File: config.mk
export PLATFORM = sky130hd
export DESIGN_NAME = snow64_bfloat16_div_fsm
export DESIGN_NICKNAME = d
export VERILOG_FILES = /design/src/rtl/snow64_bfloat16_div_fsm.sv
export SDC_FILE = /design/constraint.sdc
export NUM_CORES = 1
export LEC_CHECK = 0
export CAP_MARGIN = 20
export CORE_ASPECT_RATIO = 0.9
export CORE_MARGIN = 10
export CORE_UTILIZATION = 45
export CTS_CLUSTER_SIZE = 25
export DETAILED_ROUTE_END_ITERATION = 8
export GPL_TIMING_DRIVEN = 0
export HOLD_SLACK_MARGIN = 0.08
export PLACE_DENSITY_LB_ADDON = 0.12
export SYNTH_ARGS = -nofsm -noshare
export SYNTH_HDL_FRONTEND = slang
export SYNTH_SLANG_ARGS = --single-unit
File: constraint.sdc
create_clock -name clk -period 12.94 [get_ports clk]
set_input_delay 3.882 -clock clk [delete_from_list [all_inputs] [get_ports clk]]
set_output_delay 3.882 -clock clk [all_outputs]
set_load 0.005 [all_outputs]
File: src/rtl/snow64_bfloat16_div_fsm.sv
// BFloat16 divider: special-operand resolution, iterative 16/8 significand divide, normalize/pack.
// Optional feature: define SNOW64_BFLOAT16_DIV_FLAGS_EN to add out_flags = {div_by_zero, overflow, underflow}.

module snow64_long_div_u16_by_u8 (
  input  logic        clk,
  input  logic        in_start,
  input  logic [15:0] in_a,
  input  logic [7:0]  in_b,
  output logic        out_data_valid,
  output logic        out_can_accept_cmd,
  output logic [15:0] out_data
);
  localparam int unsigned STEPS = 4;
  localparam int unsigned BITS_PER_STEP = 4;

  logic        busy;
  logic [2:0]  cnt;
  logic [7:0]  den;
  logic [7:0]  rem;
  logic [15:0] quo;
  logic [7:0]  rem_nx;
  logic [15:0] quo_nx;
  logic [8:0]  trial;

  // Restoring division, dividend shifted out of quo while quotient bits shift in.
  always_comb begin
    rem_nx = rem;
    quo_nx = quo;
    trial  = 9'd0;
    for (int i = 0; i < int'(BITS_PER_STEP); i++) begin
      trial  = {rem_nx, quo_nx[15]};
      quo_nx = {quo_nx[14:0], 1'b0};
      if (trial >= {1'b0, den}) begin
        trial     = trial - {1'b0, den};
        quo_nx[0] = 1'b1;
      end
      rem_nx = trial[7:0];
    end
  end

  // No reset: an operation in flight always runs to completion.
  always_ff @(posedge clk) begin
    if (in_start && !busy) begin
      busy           <= 1'b1;
      out_data_valid <= 1'b0;
      cnt            <= 3'd0;
      den            <= in_b;
      rem            <= 8'd0;
      quo            <= in_a;
    end else if (busy) begin
      if (cnt == 3'(STEPS)) begin
        busy           <= 1'b0;
        out_data_valid <= 1'b1;
      end else begin
        rem <= rem_nx;
        quo <= quo_nx;
        cnt <= cnt + 3'd1;
      end
    end
  end

  assign out_can_accept_cmd = !busy;
  assign out_data           = quo;
endmodule

module snow64_bfloat16_div_fsm (
  input  logic        clk,
  input  logic        in_rst_n,
  input  logic        in_start,
  input  logic [15:0] in_a,
  input  logic [15:0] in_b,
  output logic        out_data_valid,
  output logic        out_can_accept_cmd,
  output logic [15:0] out_data
`ifdef SNOW64_BFLOAT16_DIV_FLAGS_EN
  ,
  output logic [2:0]  out_flags
`endif
);
  typedef enum logic [2:0] {
    ST_IDLE,
    ST_SPECIAL,
    ST_DIV_START,
    ST_DIV_WAIT,
    ST_NORMALIZE
  } state_t;

  function automatic logic is_zero(input logic [15:0] x);
    return x[14:7] == 8'h00;
  endfunction

  function automatic logic is_inf(input logic [15:0] x);
    return (x[14:7] == 8'hFF) && (x[6:0] == 7'h00);
  endfunction

  function automatic logic is_nan(input logic [15:0] x);
    return (x[14:7] == 8'hFF) && (x[6:0] != 7'h00);
  endfunction

  state_t      state;
  logic [15:0] a_q;
  logic [15:0] b_q;
  logic [8:0]  q_r;
  logic        div_start;
  logic        spec_phase;
  logic        wait_skip;

  logic        div_valid;
  logic        div_can_accept;
  logic [15:0] div_quot;
  logic        unused_quot_hi;

  logic        accept;
  logic        in_special;
  logic        sign;
  logic [15:0] spec_data;
  logic        spec_dbz;
  logic signed [9:0] norm_exp;
  logic [6:0]  norm_mant;
  logic        norm_ovf;
  logic        norm_unf;
  logic [15:0] norm_data;

  snow64_long_div_u16_by_u8 u_div (
    .clk                (clk),
    .in_start           (div_start),
    .in_a               ({1'b1, a_q[6:0], 8'h00}),
    .in_b               ({1'b1, b_q[6:0]}),
    .out_data_valid     (div_valid),
    .out_can_accept_cmd (div_can_accept),
    .out_data           (div_quot)
  );

  assign unused_quot_hi     = ^div_quot[15:9];
  assign out_can_accept_cmd = (state == ST_IDLE) && div_can_accept;
  assign accept             = in_start && out_can_accept_cmd;
  assign in_special         = (in_a[14:7] == 8'h00) || (in_a[14:7] == 8'hFF)
                           || (in_b[14:7] == 8'h00) || (in_b[14:7] == 8'hFF);
  assign sign               = a_q[15] ^ b_q[15];

  // Special-operand result, highest priority first.
  always_comb begin
    spec_data = {sign, 15'h0000};
    spec_dbz  = 1'b0;
    if (is_nan(a_q) || is_nan(b_q) || (is_zero(a_q) && is_zero(b_q))
        || (is_inf(a_q) && is_inf(b_q))) begin
      spec_data = 16'h7FC0;
      spec_dbz  = is_zero(a_q) && is_zero(b_q);
    end else if (is_zero(b_q) || is_inf(a_q)) begin
      spec_data = {sign, 8'hFF, 7'h00};
      spec_dbz  = is_zero(b_q);
    end
  end

  // Quotient lies in [128, 511]; bit 8 selects the exponent bias and mantissa window.
  always_comb begin
    norm_exp  = $signed({2'b00, a_q[14:7]}) - $signed({2'b00, b_q[14:7]})
              + (q_r[8] ? 10'sd127 : 10'sd126);
    norm_mant = q_r[8] ? q_r[7:1] : q_r[6:0];
    norm_ovf  = norm_exp >= 10'sd255;
    norm_unf  = norm_exp <= 10'sd0;
    if (norm_ovf)      norm_data = {sign, 8'hFF, 7'h00};
    else if (norm_unf) norm_data = {sign, 15'h0000};
    else               norm_data = {sign, norm_exp[7:0], norm_mant};
  end

  always_ff @(posedge clk) begin
    if (!in_rst_n) begin
      state          <= ST_IDLE;
      out_data_valid <= 1'b0;
      out_data       <= 16'h0000;
      div_start      <= 1'b0;
      spec_phase     <= 1'b0;
      wait_skip      <= 1'b0;
`ifdef SNOW64_BFLOAT16_DIV_FLAGS_EN
      out_flags      <= 3'b000;
`endif
    end else begin
      div_start <= 1'b0;
      case (state)
        ST_IDLE: begin
          if (accept) begin
            a_q            <= in_a;
            b_q            <= in_b;
            out_data_valid <= 1'b0;
            spec_phase     <= 1'b0;
`ifdef SNOW64_BFLOAT16_DIV_FLAGS_EN
            out_flags      <= 3'b000;
`endif
            if (in_special) begin
              state <= ST_SPECIAL;
            end else begin
              state     <= ST_DIV_START;
              div_start <= 1'b1;
            end
          end
        end
        ST_SPECIAL: begin
          if (!spec_phase) begin
            out_data   <= spec_data;
            spec_phase <= 1'b1;
`ifdef SNOW64_BFLOAT16_DIV_FLAGS_EN
            out_flags  <= {spec_dbz, 2'b00};
`endif
          end else begin
            out_data_valid <= 1'b1;
            spec_phase     <= 1'b0;
            state          <= ST_IDLE;
          end
        end
        ST_DIV_START: begin
          state     <= ST_DIV_WAIT;
          wait_skip <= 1'b1;
        end
        ST_DIV_WAIT: begin
          // First wait cycle ignores the divider's valid from the previous command.
          wait_skip <= 1'b0;
          if (!wait_skip && div_valid) begin
            q_r   <= div_quot[8:0];
            state <= ST_NORMALIZE;
          end
        end
        ST_NORMALIZE: begin
          out_data       <= norm_data;
          out_data_valid <= 1'b1;
          state          <= ST_IDLE;
`ifdef SNOW64_BFLOAT16_DIV_FLAGS_EN
          out_flags      <= {1'b0, norm_ovf, norm_unf};
`endif
        end
        default: state <= ST_IDLE;
      endcase
    end
  end

`ifndef SNOW64_BFLOAT16_DIV_FLAGS_EN
  logic unused_spec_dbz;
  assign unused_spec_dbz = spec_dbz;
`endif
endmodule
After elaboration in Yosys (flattened, before gate mapping)
Cells that the tools add are included.
{"block": "totals", "reg_bits": 100, "latch_bits": 0, "ram_bits": 0, "rom_bits": 0, "input_bits": 35, "out_inout_bits": 18, "mem_count": 0}
{"block": "op_classes", "addsub": 7, "mul": 0, "div": 0, "order_cmp": 6, "eq_ne": 14, "shift": 0, "muxes": 33, "bitwise": 2, "n_reduce_logical": 42}
{"cell": "$mux 15", "count": 6}
{"cell": "$ge 9x8->1", "count": 4}
{"cell": "$eq 8x8->1 const B", "count": 4}
{"cell": "$logic_not 8->1", "count": 4}
{"cell": "$mux 16", "count": 2}
{"cell": "$mux 8", "count": 4}
{"cell": "$pmux 16 s2", "count": 1}
{"cell": "$sub 8x8->8", "count": 4}
{"cell": "$logic_not 7->1", "count": 2}
{"cell": "$reduce_bool 7->1", "count": 2}
{"cell": "$pmux 3 s4", "count": 1}
{"cell": "$reduce_and 3->1", "count": 4}
{"cell": "$mux 1", "count": 11}
{"cell": "$add 9x8->10", "count": 1}
{"cell": "$ge 10x9->1 const B", "count": 1}
{"cell": "$le 10x1->1 const B", "count": 1}
{"cell": "$logic_and 1x1->1", "count": 10}
{"cell": "$reduce_and 2->1", "count": 5}
{"cell": "$mux 3", "count": 3}
{"cell": "$sub 8x8->9", "count": 1}
{"cell": "$ne 2x2->1 const B", "count": 4}
{"cell": "$reduce_bool 2->1", "count": 4}
{"cell": "$logic_or 1x1->1", "count": 7}
{"cell": "$mux 7", "count": 1}
{"cell": "13 further kinds", "count": 17}

Logic depth before layout (Yosys ltp)
Gate-level depths: netlist (run 1).
{"block": "logic_depth", "depth_word": 11, "ltp_mapped": 38, "mapped_depth_nobuf": 36}

Modules after synthesis
From an unflattened synthesis (run 1), not the netlist that was laid out.
{"block": "hier_totals", "hier_cells": 671, "hier_area_um2": 6573.8}
{"module": "snow64_bfloat16_div_fsm", "n_inst": 1, "cells_per_inst": 309, "area_each_um2": 3348.2, "seq_area_each_um2": 1691.6}
{"module": "snow64_long_div_u16_by_u8", "n_inst": 1, "cells_per_inst": 362, "area_each_um2": 3225.6, "seq_area_each_um2": 980.9}

Worst setup path after synthesis (run 1)
No wires, ideal clock.
{"block": "synth_path", "path_type": "register to register", "start": "register u_div.den[1]", "end": "register u_div.rem[5]", "setup_time_ns": 0.132, "arrival_ns": 7.587, "setup_slack_ns": 5.221, "path_stages_with_launch": 35, "path_buffers": 0, "cell_sequence": "edfxtp_1 > inv_1 > ha_1 > nor2b_4 > o21ai_1 > a31o_1 > nand2_1 > mux2_2 > ha_1 > a21o_1 > a21o_1 > or3b_1 > a211oi_2 > nor3_1 > a21oi_1 > inv_1 > ha_1 > a21o_1 > a21oi_1 > nand3b_1 > a31oi_1 > nor2_1 > o311ai_4 > mux2_2 > ha_1 > nand4_1 > a21oi_1 > a211oi_1 > o21ai_0 > o31a_1 > nor2_1 > o221a_2 > a22oi_4 > mux2i_1 > o22ai_1"}
{"block": "synth_via", "elab_chain_len": 8, "word_cells_on_any_way": 12}
{"item": "start, declared", "line": "18", "text": "logic [7:0] den;"}
{"item": "start signal, assigned", "line": "47", "text": "den <= in_b;"}
{"item": "$sub 8x8->8 / $ge 9x8->1 (equally long branches)", "line": "34, 33"}
{"item": "$mux 8", "line": "33", "text": "if (trial >= {1'b0, den}) begin"}
{"item": "$sub 8x8->8 / $ge 9x8->1 (equally long branches)", "line": "34, 33"}
{"item": "$mux 8", "line": "33"}
{"item": "$sub 8x8->8 / $ge 9x8->1 (equally long branches)", "line": "34, 33"}
{"item": "$mux 8", "line": "33"}
{"item": "$sub 8x8->8 / $ge 9x8->1 (equally long branches)", "line": "34, 33"}
{"item": "$mux 8 (*)", "line": "33"}
{"item": "end signal, assigned", "line": "55", "text": "rem <= rem_nx;"}
{"item": "end, declared", "line": "19", "text": "logic [7:0] rem;"}
Every way passes the cells marked *; elsewhere a longest branch is shown, timed or not.
A chain may end at the register's enable or synchronous reset.

Worst setup path after layout (run 1)
Same ends and word-level chain as after synthesis.

==> reports/results.ini, run 1 <==
[clock_tree]
cts.path.max_buffers=2
cts_resized=0
cts_hold_buf=0
h-tree-depth=3
cts.sinks=100
cts_root_buf=clkbuf_16
clk_latency_ns=0.35
postCtsSetupBuffers=0
numCtsBuffers=9
cts.clk_slew.worst_paths_ns=0.07
cts_tree=yes

[placed_design]
gp_congestion=0.867
io_buffer_count=52
hpwl_um=11300

[worst_setup_path]
crit_fanout=9
path_class=flip-flop to flip-flop
worst_ep_required_time_ns=13.16
worst-path-buf-inv=2
critPathArrivalTime_ns=9.71
critPathSlowestCell=o311ai_4
cp_common_cell=ha_1
cp_top_family=compound AO/OA/AOI/OAI gates
setup.worst_path.start_class=flip-flop
critPathMaxStageDelay_ns=0.58
end_kind=flip-flop

[status]
outcome=finished clean

[logic_synthesis]
yosysWarnings=0
synth.net_count=705
synth.distinct_cells=78
synth.avg_cell_area_um2=9.88
synth_top_cell_by_area=edfxtp_1
synth-edff-count=55
synth_area_mm2=0.00617
yosysSeqAreaShare_pct=41.4
synth_flop_cell=edfxtp_1
async_flop_share_pct=0
synth_top_area_share_pct=26.8
yosys-top-cells-area=edfxtp_1, dfxtp_1, ha_1
ys_ff_latch=100
synthCells=625

[floorplanning]
die_y_um=131
dieArea_mm2=0.0188
die_w_um=143
rows=40
ios=53
initial_utilization_pct=46.0
core_mm2=0.0134

[grt]
overflow=0
track_usage_pct=14.7
grt_max_degree=20
first_global_vias=4563
grt_pass1_wl_um=22800
antenna_found_initial=0

[cells_and_area]
area_delta_synth_final_pct=17.1
most-common-layout-cells=nand2_1, edfxtp_1, clkdlybuf4s50_1
layout-drive-gt1-share_pct=7.77
n_antenna_cell=0
final_common_cell=nand2_1
fin_nets=770

[sta]
finalSetupTns_ns=0
finClkSkew_ns=0.00781
tightest_slew_ns=0.764
fin_crit_sh_pct=73.3
hold_viol_final=0
rsz0062_at_grt=no
max_freq_mhz=105
finalSetupViolCount=0
relSlewSlack_pct=49.1
fin_crit_ns=9.49
drv_slew=0

[routing]
wl_per_cell_um=16.2
route.met3.wl_um=693
via_per_inst=5.70
dr_total_vias=4919
drc=0
drt-initial-drc-count=282
topRoutingLayerUsed=met4
met1_length_um=7330
firstDrtPassIters=5
ant_nets=0
wl_met2_um=5800
routed_wl_um=14000

[hold_path]
min-delay-path-class=flip-flop to flip-flop

[job]
maxCapViolations=0

stage by stage:
step                      worst slack, ns  hold slack (ns)  cell area (um2)  util, %  std cells
after floorplan                      5.22            0.417             6170        -        625
after global routing                 2.86            0.452             7230     53.9        863
after global placement               3.68            0.424             6900     51.5        845
after CTS                            3.48            0.444             7220     53.8        862
final                                3.45            0.442             7230     53.9        863
after detailed placement             3.50            0.426             6930     51.7        846
cells by family (layout without fill, tap and decap cells):
family,Yosys count,in the layout,synth area share (%)
AO/OA/AOI/OAI,175,175,20.3
XOR/XNOR,21,21,2.98
adder cells (fa/ha/maj),46,46,9.89
buffers and inverters,60,130,4.42
flip-flops,100,100,41.4
multiplexers,29,29,4.89
AND/OR/NAND/NOR,194,194,16.2
final timing paths:
kind,start,to,slack (ns),cells past startpoint
max,u_div.den[1],u_div.rem[5],3.45,33
min,b_q[4],u_div.den[4],0.44,0
max reg2reg,u_div.den[1],u_div.rem[5],3.45,33
min reg2reg,b_q[4],u_div.den[4],0.44,0
worst reg2reg max path, delay by kind of cell, from the launching register on:
family	cells	cell delay [ns]
muxes	4	1.42
adders and majority gates	4	1.26
AOI/OAI and AO/OA	15	4.35
buffers and inverters	2	0.45
and+or+nand+nor	8	1.39
DFF	1	0.48
layout make-up:
type                            instances  area (um2)
Timing Repair Buffer                   54         553
Clock buffer                            9         225
Clock inverter                          7        65.1
Fill cell                            1230        6190
Inverter                               48         180
Tap cell                              168         210
Buffer                                 12        92.6
Sequential cell                       100        2550
Multi-Input combinational cell        465        3350
state kept, by name, indices dropped and copies added (netlist names):
signal	count
wait_skip	1
div_start	1
u_div.cnt	3
a_q	16
state	3
out_data	16
u_div.busy	1
u_div.out_data_valid	1
u_div.den	7
out_data_valid	1
b_q	16
q_r	9
spec_phase	1
u_div.out_data	16
u_div.rem	8
Yosys cell counts (12+ instances only):
master,n
a21oi_1,32
dfxtp_1,45
edfxtp_1,55
ha_1,40
inv_1,48
mux2i_1,20
nand2_1,56
nand3_1,15
nand4_1,12
nor2_1,32
nor3_1,14
o21ai_0,44
xnor2_1,13
layer usage:
metal,vias to the layer above,track usage (%)
met4,0,3.23
met5,-,0
met3,11,3.85
met1,2333,22.0
met2,114,20.5
li1,2461,-
Power of run 1 is left out: the tool's default activity adds up to more than one toggle a clock period on the data nets, which glitch-free logic cannot reach.
==> inputs of run 2 (changes only) <==
==> constraint.sdc (replaced) <==
create_clock -name clk -period 8 [get_ports clk]
set_input_delay 2.4 -clock clk [delete_from_list [all_inputs] [get_ports clk]]
set_output_delay 2.4 -clock clk [all_outputs]
set_load 0.005 [all_outputs]
==> run 2 against run 1 <==
Against the previous run:
- core utilization grew 3.7 points
- non-clock buffer count grew 27
- clock skew barely moved
- die area unchanged
- clock-buffer cell count unchanged
- flip-flop and latch count did not move
- hold slack worse by 0.00068 ns
- cell area rose by 6.8%
- first-iteration DRC count grew 6.7%
- via count rose by 3.4%
- register-to-register slack lost 3.3 ns
- critical endpoint is now u_div.rem[0]
==> reports/results.ini, run 2 (synthesis gave the netlist of run 1 again) <==
[sta]
whs_ns=0.442  ; about the same
fin_crit_ns=7.80  ; was 9.49 ns
fin_crit_sh_pct=97.5  ; was 73.3%
finalSetupTns_ns=0  ; unchanged
finalSetupViolCount=0  ; unchanged
relSlewSlack_pct=49.2  ; was 49.1%
finClkSkew_ns=0.00823  ; was 0.00781 ns
hold_viol_final=0  ; unchanged
tightest_slew_ns=0.761  ; was 0.764 ns
max_freq_mhz=128  ; was 105 MHz
drv_slew=0  ; unchanged
final.setup.worst_slack_ns=0.198  ; was 3.45 ns

[cells_and_area]
fill_cells=1172  ; was 1,230
fin_cells=890  ; was 863
area_delta_synth_final_pct=25.1  ; was 17.1%
most-common-layout-cells=nand2_1, edfxtp_1, clkdlybuf4s50_1  ; unchanged
n_antenna_cell=0  ; unchanged
layout-drive-gt1-share_pct=16.6  ; was 7.77%
register_area_mm2=0.00255  ; unchanged
fin_nets=797  ; was 770
multi_input_area_mm2=0.00361  ; was 0.00335 mm2

[routing]
wl_per_cell_um=16.7  ; was 16.2 um
drt-initial-drc-count=301  ; was 282
drc=0  ; unchanged
routed_wl_um=14900  ; was 14,000 um
dr_total_vias=5085  ; was 4,919
via_per_inst=5.71  ; was 5.70
firstDrtPassIters=5  ; unchanged
ant_nets=0  ; unchanged

[floorplanning]
core_mm2=0.0134  ; unchanged
dieArea_mm2=0.0188  ; unchanged
rows=40  ; unchanged
initial_utilization_pct=46.0  ; unchanged
ios=53  ; unchanged
die_y_um=131  ; unchanged
die_w_um=143  ; unchanged

[grt]
grt_max_degree=20  ; unchanged
first_global_vias=4655  ; was 4,563
overflow=0  ; unchanged
grt_pass1_wl_um=23200  ; was 22,800 um
antenna_found_initial=0  ; unchanged
track_usage_pct=15.0  ; was 14.7%

[worst_setup_path]
worst_ep_required_time_ns=8.23  ; was 13.16 ns
crit_fanout=7  ; was 9
setup.worst_path.start_class=flip-flop  ; unchanged
critPathSlowestCell=ha_1  ; was o311ai_4
cp_common_cell=buf_6  ; was ha_1
critPathMaxStageDelay_ns=0.44  ; was 0.58 ns
end_kind=flip-flop  ; unchanged
critPathArrivalTime_ns=8.03  ; was 9.71 ns
path_class=flip-flop to flip-flop  ; unchanged

[placed_design]
io_buffer_count=52  ; unchanged
gp_congestion=0.867  ; unchanged
place_inst=846  ; unchanged
dpl_worst_slack_ns=-1.44  ; was 3.50 ns
hpwl_um=11300  ; unchanged

[clock_tree]
clk_latency_ns=0.35  ; about the same
cts_tree=yes  ; unchanged
h-tree-depth=3  ; unchanged
cts.clk_slew.worst_paths_ns=0.07  ; about the same
cts_root_buf=clkbuf_16  ; unchanged
cts.sinks=100  ; unchanged
numCtsBuffers=9  ; unchanged
cts.path.max_buffers=2  ; unchanged

[status]
outcome=finished clean  ; unchanged

[hold_path]
min-delay-path-class=flip-flop to flip-flop  ; unchanged

[job]
maxCapViolations=0  ; unchanged

-- run 2: cell count changes in the layout (fill, tap and decap cells not counted), sizes merged --
| cell | delta |
|---|---|
| inv | -1 |
| buf | +27 |
| clkinvlp | +1 |
-- run 2: final cells by class --
type,count,area share (%)
clock buffer,9,2.92
tap,168,2.72
clock inverter,7,0.843
sequential,100,33.1
inverter,48,2.45
multi-input combinational,465,46.8
timing repair buffer,81,10.0
buffer,12,1.20
-- run 2: worst max-delay path: cells and delay by family, from the launching register on --
family	cells	cell delay [ns]
muxes	2	0.61
DFF	1	0.38
AOI/OAI and AO/OA	15	3.20
adders and majority gates	4	1.32
buffers and inverters	5	0.77
and+or+nand+nor	9	1.38
-- run 2: per-layer routing --
metal | up-vias | global-route usage (%) | share of wire, %
li1 | 2518 | - | -
met1 | 2424 | 22.4 | 51
met2 | 128 | 21.1 | 43
met3 | 15 | 3.85 | 5.3
met4 | 0 | 3.23 | 1.0
met5 | - | 0 | 0
-- run 2: repair_timing --
item,CTS,global route
hold buffers,0,0
gates resized for setup,15,42
pin swaps,6,12
setup buffers,11,16
endpoints found under the setup margin,9,9
-- run 2: final timing paths --
kind                                    from           end  slack (ns)  cells after the start
worst min register to register        b_q[4]  u_div.den[4]        0.44                      0
worst max-delay path            u_div.den[5]  u_div.rem[0]        0.20                     35
worst min-delay path                  b_q[4]  u_div.den[4]        0.44                      0
worst max register to register  u_div.den[5]  u_div.rem[0]        0.20                     35
-- run 2: per-stage QoR --
stage | area [um2] | util [%]
after CTS | 7370 | 54.9
after global placement | 6900 | 51.5
after global routing | 7720 | 57.6
after floorplan | 6170 | -
after detailed placement | 6930 | 51.7
final | 7720 | 57.6
Power of run 2 is left out for the same reason.
==> variant: new RTL, flow settings as in run 2 <==
Add a define of `SNOW64_BFLOAT16_DIV_FLAGS_EN`.
--- a/src/rtl/snow64_bfloat16_div_fsm.sv
+++ b/src/rtl/snow64_bfloat16_div_fsm.sv
@@ -1,5 +1,7 @@
 // BFloat16 divider: special-operand resolution, iterative 16/8 significand divide, normalize/pack.
 // Optional feature: define SNOW64_BFLOAT16_DIV_FLAGS_EN to add out_flags = {div_by_zero, overflow, underflow}.
+
+`define SNOW64_BFLOAT16_DIV_FLAGS_EN
 
 module snow64_long_div_u16_by_u8 (
   input  logic        clk,
Function (old outputs only; new: out_flags): kept (Yosys induction, for registers that start in step).
==> variant against run 2 <==
Sequential cell count rose by 3. Wire length rose by 12%. Synthesized area rose by 1.6%. Design area rose by 3.5%. Via count rose by 3.6%. Worst setup slack improved by 5.6 ps. Fmax barely moved. Critical path type unchanged. Largest cell class unchanged. Highest routed layer unchanged.
Power is not shown: default switching activity piles up to over one toggle a cycle in this logic, so the estimate is an artifact.
==> variant: results (changes against run 2) <==
[timing]
clock_skew_ps = 12.3  ; +4.09 ps
tightestPinTransition_ps = 817  ; +56.0 ps

[grt]
grt_pass1_wl_mm = 25.8  ; +11%
grt_pass1_vias = 5104  ; +9.6%
met2_usage_pct = 24.3  ; +3.3 points
antenna_found_initial = 0  ; unchanged
grt_usage_pct = 16.8  ; +1.8 points
grt_util_met3_pct = 3.21  ; -0.65 points
gr-usage-met1_pct = 24.8  ; +2.4 points

[synth]
synthArstFlopShare_pct = 0  ; unchanged
ys_seq_area_share_pct = 41.7  ; +0.31 points
synth.area.top_cells = edfxtp_1 26%, dfxtp_1 15%, ha_1 8.0%, o21ai_0 3.1%, nand2_1 3.1%
yosys.area_share.adder_pct = 9.74  ; -0.15 points
synthMuxAreaShare_pct = 3.27  ; -1.6 points
synth_nets = 724  ; +2.7%
synth_edf_count = 55  ; unchanged
synth_xor_area_share_pct = 3.35  ; +0.37 points
ys_types = 72  ; -7.7%
synth_common_cells = 55 x edfxtp_1, 51 x nand2_1, 49 x inv_1
synthFlopType = edfxtp_1
syn_inst = 644  ; +3.0%
synth-compound-area-share_pct = 20.0  ; -0.30 points

[layout]
nonClkBufAreaFrac_pct = 11.9  ; +0.68 points
n_all_inverters = 49  ; +2.1%
multiInputCombCellCount = 473  ; +1.7%
seq_area_um2 = 2610  ; +2.4%
drive_above_1_share_pct = 17.6  ; +1.0 points
multi_input_area_um2 = 3690  ; +2.1%
final_area_um2 = 7990  ; +3.5%
fin_nets = 829  ; +4.0%
fill_cells = 1189  ; +1.5%
n_all_buffers = 113  ; +22%
clockNetworkAreaShare_pct = 4.26  ; +0.50 points

[detailed_routing]
drtIter0Drc = 324  ; +7.6%
wl_met1_mm = 8.40  ; +11%
wl_per_cell_um = 18.1  ; +8.3%
dr_wl_met2_mm = 7.26  ; +14%
highest_layer = met4
wl_met3_um = 827  ; +4.8%
wirelength_mm = 16.7  ; +12%
num_vias = 5269  ; +3.6%
firstDrtPassIters = 4  ; -1

[placed_design]
place_congestion = 0.900  ; +3.8%
dp_hpwl_mm = 12.6  ; +11%
portBuffers = 55  ; +5.8%
dp.cells = 869  ; +2.7%
postPlaceCellArea_um2 = 7070  ; +1.9%

[setup_path]
reg2reg_depth = 38  ; +8.6%
cp_slowest_cell = edfxtp_1
r2r_start = u_div.den[0]$_DFFE_PP_
cp_data_arrival_time_ps = 8030  ; about the same
crit_type = reg -> reg
slowest_delay_ps = 520  ; +80 ps
cp_max_fo = 8  ; +1

[hold_path]
holdPathEnd = u_div.den[0]$_DFFE_PP_
min_from = b_q[0]$_DFFE_PP_

[cts]
htreeDepth = 3  ; unchanged
cts.sinks = 103  ; +3.0%

[outcome]
status = complete, no violations

[variant: cell types whose count changed after synthesis, moves of 5 or more]
cell	run 2	this run
clkbuf_1	5	15
mux2i_1	20	10
nand3_1	15	24
nor2b_1	11	18
o21a_1	11	5
a211oi_1	4	9
nand2_1	56	51
o21ai_0	44	39
o21bai_1	2	7
[variant: critical path, delay by kind of cell (launching register included)]
| kind | cells | cell delay, ps |
|---|---|---|
| adder cells (fa/ha/maj) | 4 | 1080 |
| AND/OR/NAND/NOR | 5 | 660 |
| flip-flops | 1 | 520 |
| multiplexers | 2 | 690 |
| buffers and inverters | 6 | 830 |
| AO/OA/AOI/OAI | 21 | 3890 |
[variant: what timing repair did]
item,4_1_cts,5_1_grt
buffers inserted,8,29
setup endpoints to repair,9,8
pin swaps,6,18
resized for setup,29,39
hold endpoints to repair,0,0
hold buffers,0,0
[variant: metrics by stage]
stage	setup slack (ps)	hold slack [ps]
detailed placement	-1400	438
CTS	1.11	452
finish	204	443
floorplan	186	427
global placement	-1230	433
global route	-120	469
